### src/rtl/lane_rx_deserializer_pkg.sv
// Shared lane PHY definitions: symbol constants and receive FSM state encoding.
// Used by the lane transmitter, this deserializer and the un-striping stage.
package lane_rx_deserializer_pkg;

  localparam logic [7:0]  PHY_COM_SYMBOL  = 8'hBC;
  localparam logic [7:0]  PHY_IDLE_SYMBOL = 8'h7C;
  localparam int unsigned PHY_LOCK_COUNT  = 4;

  typedef enum logic [1:0] {
    SEARCH = 2'd0,
    ALIGN  = 2'd1,
    ACTIVE = 2'd2
  } lane_state_e;

  // True for fill symbols that must not be delivered as data.
  function automatic logic is_fill(input logic [7:0] sym,
                                   input logic [7:0] com,
                                   input logic [7:0] idle);
    return (sym == com) || (sym == idle);
  endfunction

endpackage

### src/rtl/lane_rx_deserializer_if.sv
// Lane receive bundle.
//   serial_in   : serial bit stream, MSB of each byte first
//   data_out    : last received data byte
//   valid_out   : data_out holds a data (non-fill) byte
//   byte_strobe : one-cycle pulse per byte boundary while active
//   active      : lane locked and delivering data
// master = source/consumer side, slave = deserializer.
interface lane_rx_deserializer_if;
  logic       serial_in;
  logic [7:0] data_out;
  logic       valid_out;
  logic       byte_strobe;
  logic       active;

  modport master (output serial_in,
                  input  data_out, valid_out, byte_strobe, active);
  modport slave  (input  serial_in,
                  output data_out, valid_out, byte_strobe, active);
endinterface

### src/rtl/lane_rx_deserializer_shift8.sv
// lane_shift8: serial shift register plus 3-bit bit counter.
//   clk_i, rst_n_i : clock, async active-low reset
//   serial_i       : incoming bit
//   clr_i          : synchronous bit counter clear (counter reads 0 next cycle)
//   window_o       : byte completing on this edge, {sr[6:0], serial_i}
//   boundary_o     : this edge closes a byte (bit counter == 7)
module lane_shift8 (
  input  logic       clk_i,
  input  logic       rst_n_i,
  input  logic       serial_i,
  input  logic       clr_i,
  output logic [7:0] window_o,
  output logic       boundary_o
);

  // Only the low seven bits of the 8-bit shift register are ever observed,
  // so the oldest bit is not stored.
  logic [6:0] sr_q;
  logic [2:0] bit_cnt_q;

  always_ff @(posedge clk_i or negedge rst_n_i) begin
    if (!rst_n_i) begin
      sr_q      <= '0;
      bit_cnt_q <= '0;
    end else begin
      sr_q      <= {sr_q[5:0], serial_i};
      bit_cnt_q <= clr_i ? '0 : bit_cnt_q + 3'd1;
    end
  end

  assign window_o   = {sr_q, serial_i};
  assign boundary_o = (bit_cnt_q == 3'd7);

endmodule

### src/rtl/lane_rx_deserializer.sv
// lane_rx_deserializer: per-lane receive front end.
// Hunts for the COM symbol on every bit, then checks for LOCK_COUNT COMs on
// consecutive byte boundaries before going active. Once active, every byte
// boundary pulses byte_strobe; data bytes are delivered with valid_out,
// COM/IDLE fill drops valid_out and holds data_out.
//   clk   : bit clock
//   reset : async active-low reset
//   lane  : serial input and byte outputs (slave modport)
module lane_rx_deserializer
  import lane_rx_deserializer_pkg::*;
#(
  parameter logic [7:0]  COM_SYMBOL  = PHY_COM_SYMBOL,
  parameter logic [7:0]  IDLE_SYMBOL = PHY_IDLE_SYMBOL,
  parameter int unsigned LOCK_COUNT  = PHY_LOCK_COUNT
) (
  input  logic                          clk,
  input  logic                          reset,
  lane_rx_deserializer_if.slave         lane
);

  localparam logic [3:0] LOCK_CNT = LOCK_COUNT[3:0];

  lane_state_e state_q, state_d;
  logic [3:0]  com_cnt_q, com_cnt_d;
  logic [7:0]  data_q, data_d;
  logic        valid_q, valid_d;
  logic        strobe_q, strobe_d;
  logic        clr;
  logic [7:0]  window;
  logic        boundary;

  lane_shift8 u_shift (
    .clk_i      (clk),
    .rst_n_i    (reset),
    .serial_i   (lane.serial_in),
    .clr_i      (clr),
    .window_o   (window),
    .boundary_o (boundary)
  );

  always_ff @(posedge clk or negedge reset) begin
    if (!reset) begin
      state_q   <= SEARCH;
      com_cnt_q <= '0;
      data_q    <= '0;
      valid_q   <= 1'b0;
      strobe_q  <= 1'b0;
    end else begin
      state_q   <= state_d;
      com_cnt_q <= com_cnt_d;
      data_q    <= data_d;
      valid_q   <= valid_d;
      strobe_q  <= strobe_d;
    end
  end

  always_comb begin
    state_d   = state_q;
    com_cnt_d = com_cnt_q;
    data_d    = data_q;
    valid_d   = valid_q;
    strobe_d  = 1'b0;
    clr       = 1'b0;
    unique case (state_q)
      SEARCH: begin
        // Bit counter is free-running here; a match re-phases it so the
        // next boundary lands 8 edges later.
        if (window == COM_SYMBOL) begin
          clr       = 1'b1;
          com_cnt_d = 4'd1;
          state_d   = (LOCK_COUNT == 1) ? ACTIVE : ALIGN;
        end
      end
      ALIGN: begin
        if (boundary) begin
          if (window == COM_SYMBOL) begin
            com_cnt_d = com_cnt_q + 4'd1;
            if (com_cnt_q + 4'd1 == LOCK_CNT) state_d = ACTIVE;
          end else begin
            com_cnt_d = '0;
            state_d   = SEARCH;
          end
        end
      end
      ACTIVE: begin
        if (boundary) begin
          strobe_d = 1'b1;
          if (is_fill(window, COM_SYMBOL, IDLE_SYMBOL)) begin
            valid_d = 1'b0;
          end else begin
            data_d  = window;
            valid_d = 1'b1;
          end
        end
      end
      default: state_d = SEARCH;
    endcase
  end

  assign lane.data_out    = data_q;
  assign lane.valid_out   = valid_q;
  assign lane.byte_strobe = strobe_q;
  assign lane.active      = (state_q == ACTIVE);

endmodule

### src/flat_wrapper.sv
// flat-port wrapper written by rule: the top's interface ports become plain ports
module lane_rx_deserializer_flat import lane_rx_deserializer_pkg::*;
#(
  parameter logic [7:0]  COM_SYMBOL  = PHY_COM_SYMBOL,
  parameter logic [7:0]  IDLE_SYMBOL = PHY_IDLE_SYMBOL,
  parameter int unsigned LOCK_COUNT  = PHY_LOCK_COUNT
)
  (clk, reset, lane_serial_in, lane_data_out, lane_valid_out, lane_byte_strobe, lane_active);
  lane_rx_deserializer_if lane_i ();
  input  logic clk;
  input  logic reset;
  input wire logic [$bits(lane_i.serial_in)-1:0] lane_serial_in;
  output wire logic [$bits(lane_i.data_out)-1:0] lane_data_out;
  output wire logic [$bits(lane_i.valid_out)-1:0] lane_valid_out;
  output wire logic [$bits(lane_i.byte_strobe)-1:0] lane_byte_strobe;
  output wire logic [$bits(lane_i.active)-1:0] lane_active;
  assign lane_i.serial_in = lane_serial_in;
  assign lane_data_out = lane_i.data_out;
  assign lane_valid_out = lane_i.valid_out;
  assign lane_byte_strobe = lane_i.byte_strobe;
  assign lane_active = lane_i.active;
  lane_rx_deserializer #(.COM_SYMBOL(COM_SYMBOL), .IDLE_SYMBOL(IDLE_SYMBOL), .LOCK_COUNT(LOCK_COUNT)) u_core (.clk(clk), .reset(reset), .lane(lane_i));
endmodule
### config.mk
export PLATFORM = sky130hd
export DESIGN_NAME = lane_rx_deserializer_flat
export DESIGN_NICKNAME = d
export VERILOG_FILES = /design/src/rtl/lane_rx_deserializer_pkg.sv /design/src/rtl/lane_rx_deserializer_if.sv /design/src/rtl/lane_rx_deserializer_shift8.sv /design/src/rtl/lane_rx_deserializer.sv /design/src/flat_wrapper.sv
export SDC_FILE = /design/constraint.sdc
export NUM_CORES = 1
export LEC_CHECK = 0
export CAP_MARGIN = 20
export CORE_AREA = 2 2 62 64
export CTS_BUF_LIST = sky130_fd_sc_hd__clkbuf_16
export CTS_CLUSTER_DIAMETER = 50
export CTS_CLUSTER_SIZE = 24
export DETAILED_ROUTE_END_ITERATION = 7
export DIE_AREA = 0 0 64 66
export GPL_ROUTABILITY_DRIVEN = 0
export SYNTH_ARGS = -nofsm -noshare
export SYNTH_HDL_FRONTEND = slang
export SYNTH_SLANG_ARGS = --single-unit
### constraint.sdc
create_clock -name clk -period 2.6 [get_ports clk]
set_input_delay 0.52 -clock clk [delete_from_list [all_inputs] [get_ports clk]]
set_output_delay 0.52 -clock clk [all_outputs]
set_load 0.02 [all_outputs]
# Word-level counts from Yosys, hierarchy flattened

Index checks and enable logic that the tools add are counted.

Bits in registers: 26
Latch bits: 0
Memory bits (writable): 0
ROM bits: 0
Input bits: 3
Output and inout bits: 11
Logic and storage cells: 42
Memories kept: 0

Add/sub/neg operators: 2
Multiply operators: 0
Divide/modulo/power cells: 0
$lt $le $gt $ge: 0
Eq/ne operators: 9
Shift operators: 0
Multiplexer cells: 15
Bitwise logic cells: 2
Reduce and logical (&&, ||, !) cells: 7

Operators with widths:

| kind                                                             | number |
|---|---|
| 4-bit 2-to-1 mux                                                 | 3 |
| 8-bit by 7-bit == test with 1-bit output (second input constant) | 1 |
| 8-bit == test (second input constant)                            | 1 |
| 2-bit 2-to-1 mux                                                 | 4 |
| 4-bit one-hot mux with 2 select lines                            | 1 |
| 2-bit one-hot mux with 3 select lines                            | 1 |
| 3-bit AND reduction                                              | 2 |
| 1-bit 2-to-1 mux                                                 | 5 |
| 4-bit by 1-bit adder with 4-bit output (second input constant)   | 1 |
| 4-bit by 3-bit == test with 1-bit output (second input constant) | 1 |
| 2-bit by 1-bit != test with 1-bit output (second input constant) | 2 |
| 4-bit AND reduction                                              | 1 |
| 3-bit by 1-bit adder with 3-bit output (second input constant)   | 1 |
| 3-bit == test (second input constant)                            | 1 |
| 3-bit 2-to-1 mux                                                 | 1 |
| 3-bit by 2-bit != test with 1-bit output (second input constant) | 1 |
| 2-bit by 1-bit == test with 1-bit output (second input constant) | 1 |
| 2-bit == test (second input constant)                            | 1 |
| 2-bit logical NOT                                                | 1 |
| 1-bit NOT                                                        | 2 |
| 2-bit AND reduction                                              | 1 |
| 2-bit nonzero test                                               | 1 |
| 1-bit logical OR                                                 | 1 |

# Depth between registers and ports, before layout

Depth after elaboration: 6
Gate-level depth with buffers: 5
Depth with buffers taken out: 5

# Modules after synthesis

From an unflattened synthesis, not the netlist that was laid out.

Cell total of the unflattened synthesis: 104
Area total of the unflattened synthesis: 1186.1 um^2

By module, submodules not included:

| module               | times used | cells each | area an instance (um^2) | sequential area each (um^2) |
|---|---|---|---|---|
| lane_rx_deserializer | 1          | 88         | 887.1                   | 400.4 |
| lane_shift8          | 1          | 16         | 299.0                   | 250.2 |

# Worst setup path before layout

No wires, ideal clock.

Path kind: register -> register
Start: register u_core.u_shift.bit_cnt_q[0]
End: register u_core.data_q[2] (netlist: u_core.lane.data_out[2])
Library setup time: 0.125 ns
Arrival time: 1.629 ns
Data required time: 2.475 ns
Setup slack: 0.847 ns
Cell stages (with the launch flop): 6
Path buffers: 0
Period minus slack after synthesis: 1.753 ns
Path through: dfrtp_1 -> ha_1 -> ha_1 -> nand3b_1 -> a31oi_4 -> mux2_2

Word-level cells in the longest chain between the ends: 2

RTL lines:

| what                                 | line                              | text |
|---|---|---|
| start: declaration                   | lane_rx_deserializer_shift8.sv:19 | `logic [2:0] bit_cnt_q;` |
| start signal: assignment             | lane_rx_deserializer_shift8.sv:27 | `bit_cnt_q <= clr_i ? '0 : bit_cnt_q + 3'd1;` |
| 3-bit == test                        | lane_rx_deserializer_shift8.sv:32 | `assign boundary_o = (bit_cnt_q == 3'd7);` |
| 3-bit AND reduction (no source line) | n/a                               |  |
| end signal: assignment               | lane_rx_deserializer.sv:51        | `data_q <= data_d;` |
| end: declaration                     | lane_rx_deserializer.sv:25        | `logic [7:0] data_q, data_d;` |

No other way between the ends.
A chain may end at the register's enable or synchronous reset.

# Final worst setup path

Start: register u_core.state_q[1]
End: output port lane_active

Word-level cells in the longest chain between the ends: 1

RTL lines:

| what                     | line                        | text |
|---|---|---|
| start: declaration       | lane_rx_deserializer.sv:23  | `lane_state_e state_q, state_d;` |
| start signal: assignment | lane_rx_deserializer.sv:49  | `state_q <= state_d;` |
| 2-bit == test            | lane_rx_deserializer.sv:103 | `assign lane.active = (state_q == ACTIVE);` |
| end: declaration         | flat_wrapper.sv:16          | `output wire logic [$bits(lane_i.active)-1:0] lane_active;` |

No other way between the ends.

==> flow_metrics.py <==
metrics = {
    "run_status": {
        "outcome": "completed",
    },
    "synthesis": {
        "synth_edf_count": 0,
        "yosysSeqAreaShare_pct": 54.62,
        "synth_fp_nets": 104,
        "syn-mean-instance-area_um2": 12.15,
        "yosysTopAreaCellShare_pct": 54.62,
        "syn_inst": 98,
        "synth_seq_cells": 26,
        "netlist_area_um2": 1191,
        "synth_most_common_cell": "dfrtp_1",
        "yosysTopAreaCell": "dfrtp_1",
        "yosysWarnings": 0,
        "synth_cell_types": 35,
        "synth_area_leaders": "dfrtp_1 (55%), ha_1 (3.2%), a2bb2oi_1 (2.9%), mux2_2 (2.8%), mux2i_1 (2.5%)",
        "async_flop_share_pct": 100.0,
        "ys.flop_type": "dfrtp_1",
        "synth_commonest_cells": "dfrtp_1 (26), o21ai_0 (5), a2bb2oi_1 (4), inv_1 (4), nor2b_1 (4)",
    },
    "sta": {
        "timing.final.crit_share_pct": 82.09,
        "max_freq_ghz": 0.4685,
        "final_hold_viol_count": 0,
        "setup_viol_count_final": 0,
        "slew_headroom_pct": 66.34,
        "post-route-min-period_ns": 2.134,
        "worst_pin_slew_ns": 0.5050,
        "worst_slack_ns": 0.4657,
        "rsz0062_at_grt": "no",
        "fin_tns_setup_ns": 0,
        "slew_violations": 0,
        "skew_ns": 0.003865,
        "holdWs_ns": 0.4269,
    },
    "routing": {
        "vias": 855,
        "wl_um": 2430,
        "first_pass_iters": 4,
        "avgRoutedWirePerCell_um": 14.91,
        "drc_errors": 0,
        "vias_per_cell": 5.245,
        "ant_nets": 0,
        "drtIter0Drc": 35,
    },
    "floorplanning": {
        "row_count": 22,
        "die_y_um": 66,
        "start_util_pct": 33.54,
        "core_area_um2": 3551,
        "dieArea_um2": 4224,
        "io_pins": 14,
        "die_x_um": 64,
    },
    "clock_network": {
        "clk_pin_slew_ns": 0.07,
        "cts_resized": 0,
        "cts_root_buf": "clkbuf_16",
        "postCtsHoldBufs": 0,
        "post_cts_buffers": 0,
        "cts_tree": "yes",
        "numCtsBuffers": 3,
        "cts.sinks": 26,
        "cts_htree_levels": 1,
        "clock_latency_ns": 0.26,
        "clockBufferDepth": 2,
    },
    "power_and_ir_drop": {
        "p_total_uw": 936.3,
        "peakVddDrop_mv": 0.2316,
        "p_leak_nw": 0.6042,
        "powerDensity_nw_per_um2": 625.7,
    },
    "grt": {
        "grt_pass1_wl_um": 4243,
        "first_global_vias": 922,
        "grt_use_total_pct": 13.36,
        "antenna_found_initial": 0,
        "grt_remaining_overflow": 0,
        "grt_max_degree": 27,
    },
    "worst_setup_path": {
        "endpoint_kind": "primary output",
        "cp.arrival_ns": 1.61,
        "cp_max_fo": 13,
        "critical_path_required_ns": 2.08,
        "crit_type": "flip-flop to primary output",
        "worst_setup_path_start_kind": "flip-flop",
    },
    "final_layout": {
        "drive_gt1_share_pct": 10.43,
        "postLayoutCellArea_um2": 1496,
        "nets": 122,
        "fill_cells": 334,
        "area_growth_pct": 25.63,
        "n_antenna_cell": 0,
        "final-instance-count-excl-fill": 163,
        "post-route-util_pct": 42.14,
    },
    "flow_run": {
        "drv_cap": 0,
    },
    "place": {
        "dp.cells": 159,
        "io_buffers": 13,
        "place_hpwl_um": 1668,
        "placed_cell_area_um2": 1391,
        "pre_cts_slack_ns": 0.4020,
    },
    "hold_path": {
        "holdCritPathClass": "flip-flop to flip-flop",
    },
}
==> state kept, by name, summed over array words and instances, names as in the netlist <==
register / flops
u_core.u_shift.bit_cnt_q: 3
u_core.com_cnt_q: 4
u_core.u_shift.sr_q: 7
u_core.state_q: 2
u_core.lane.byte_strobe: 1
u_core.lane.data_out: 8
u_core.lane.valid_out: 1
==> final timing paths <==
check                                                 startpoint                                   to  slack (ns)  cells past startpoint
max in group asynchronous                                  reset      u_core.com_cnt_q[1]$_DFFE_PN0P_        1.73                      2
hold reg to reg                 u_core.u_shift.sr_q[3]$_DFF_PN0_     u_core.u_shift.sr_q[4]$_DFF_PN0_        0.43                      0
min in group asynchronous                                  reset      u_core.com_cnt_q[0]$_DFFE_PN0P_        0.61                      2
hold / removal                  u_core.u_shift.sr_q[3]$_DFF_PN0_     u_core.u_shift.sr_q[4]$_DFF_PN0_        0.43                      0
setup / recovery                   u_core.state_q[1]$_DFFE_PN0P_                          lane_active        0.47                      2
setup reg to reg           u_core.u_shift.bit_cnt_q[0]$_DFF_PN0_  u_core.lane.data_out[3]$_DFFE_PN0P_        0.77                      5
==> cell type report <==
cell class	count	area [um2]	share of cell area, %
clock buffer	3	75.07	5.017
clock inverter	1	30.03	2.007
inverter	4	15.01	1.003
multi-input combinational	65	513.0	34.28
sequential	26	650.6	43.48
tap	48	60.06	4.013
timing repair buffer	16	152.6	10.20
==> power breakdown <==
part	leakage (nW)	total [mW]	internal (mW)	switching, mW
sequential	0.299	0.431	0.417	0.0137
combinational	0.254	0.0574	0.0262	0.0312
clock	0.0511	0.448	0.306	0.141
total	0.604	0.936	0.750	0.186
==> worst max-delay path, stage by stage, from the launching register on <==
cell	delay, ns
dfrtp_1	0.56
nor2b_1	0.18
clkdlybuf4s50_1	0.61
==> cells by family after synthesis <==
group	count (synthesis)	synth area share (%)
adders and majority gates	3	3.152
xor gates and xnor gates	1	0.7354
and+or+nand+nor	32	18.91
buffers and inverters	7	2.310
muxes	6	5.357
DFF	26	54.62
AOI/OAI and AO/OA	23	14.92
==> placed cells by master, fill, tap and decap left out, drive strengths merged <==
cell / instances
nor4b: 1
nand2b: 2
nor2: 3
a31oi: 4
clkbuf: 3
xor2: 1
nand3: 2
nand4b: 2
or4b: 2
o31a: 2
dfrtp: 26
o2bb2ai: 2
nor2b: 4
buf: 3
mux2: 3
inv: 4
bufinv: 1
and3: 1
and4: 1
o21ai: 5
o211ai: 1
nand4: 3
nand2: 2
a2bb2oi: 4
a21oi: 2
a21o: 1
nor3: 3
clkdlybuf4s50: 13
o32ai: 1
nor4: 2
nand4bb: 1
mux2i: 3
nor4bb: 1
ha: 3
o22a: 1
nand3b: 2
==> per-layer routing <==
metal / vias to the layer above / share of wire (%) / routed length (um) / track usage (%)
met5: - / 0 / 0 / 0
met4: 0 / 2.1 / 50 / 8.967
met3: 4 / 2.1 / 51 / 2.896
met2: 14 / 52 / 1262 / 22.40
met1: 427 / 44 / 1065 / 15.29
li1: 410 / - / - / -
No activity file was read; power rests on OpenSTA's default activity.
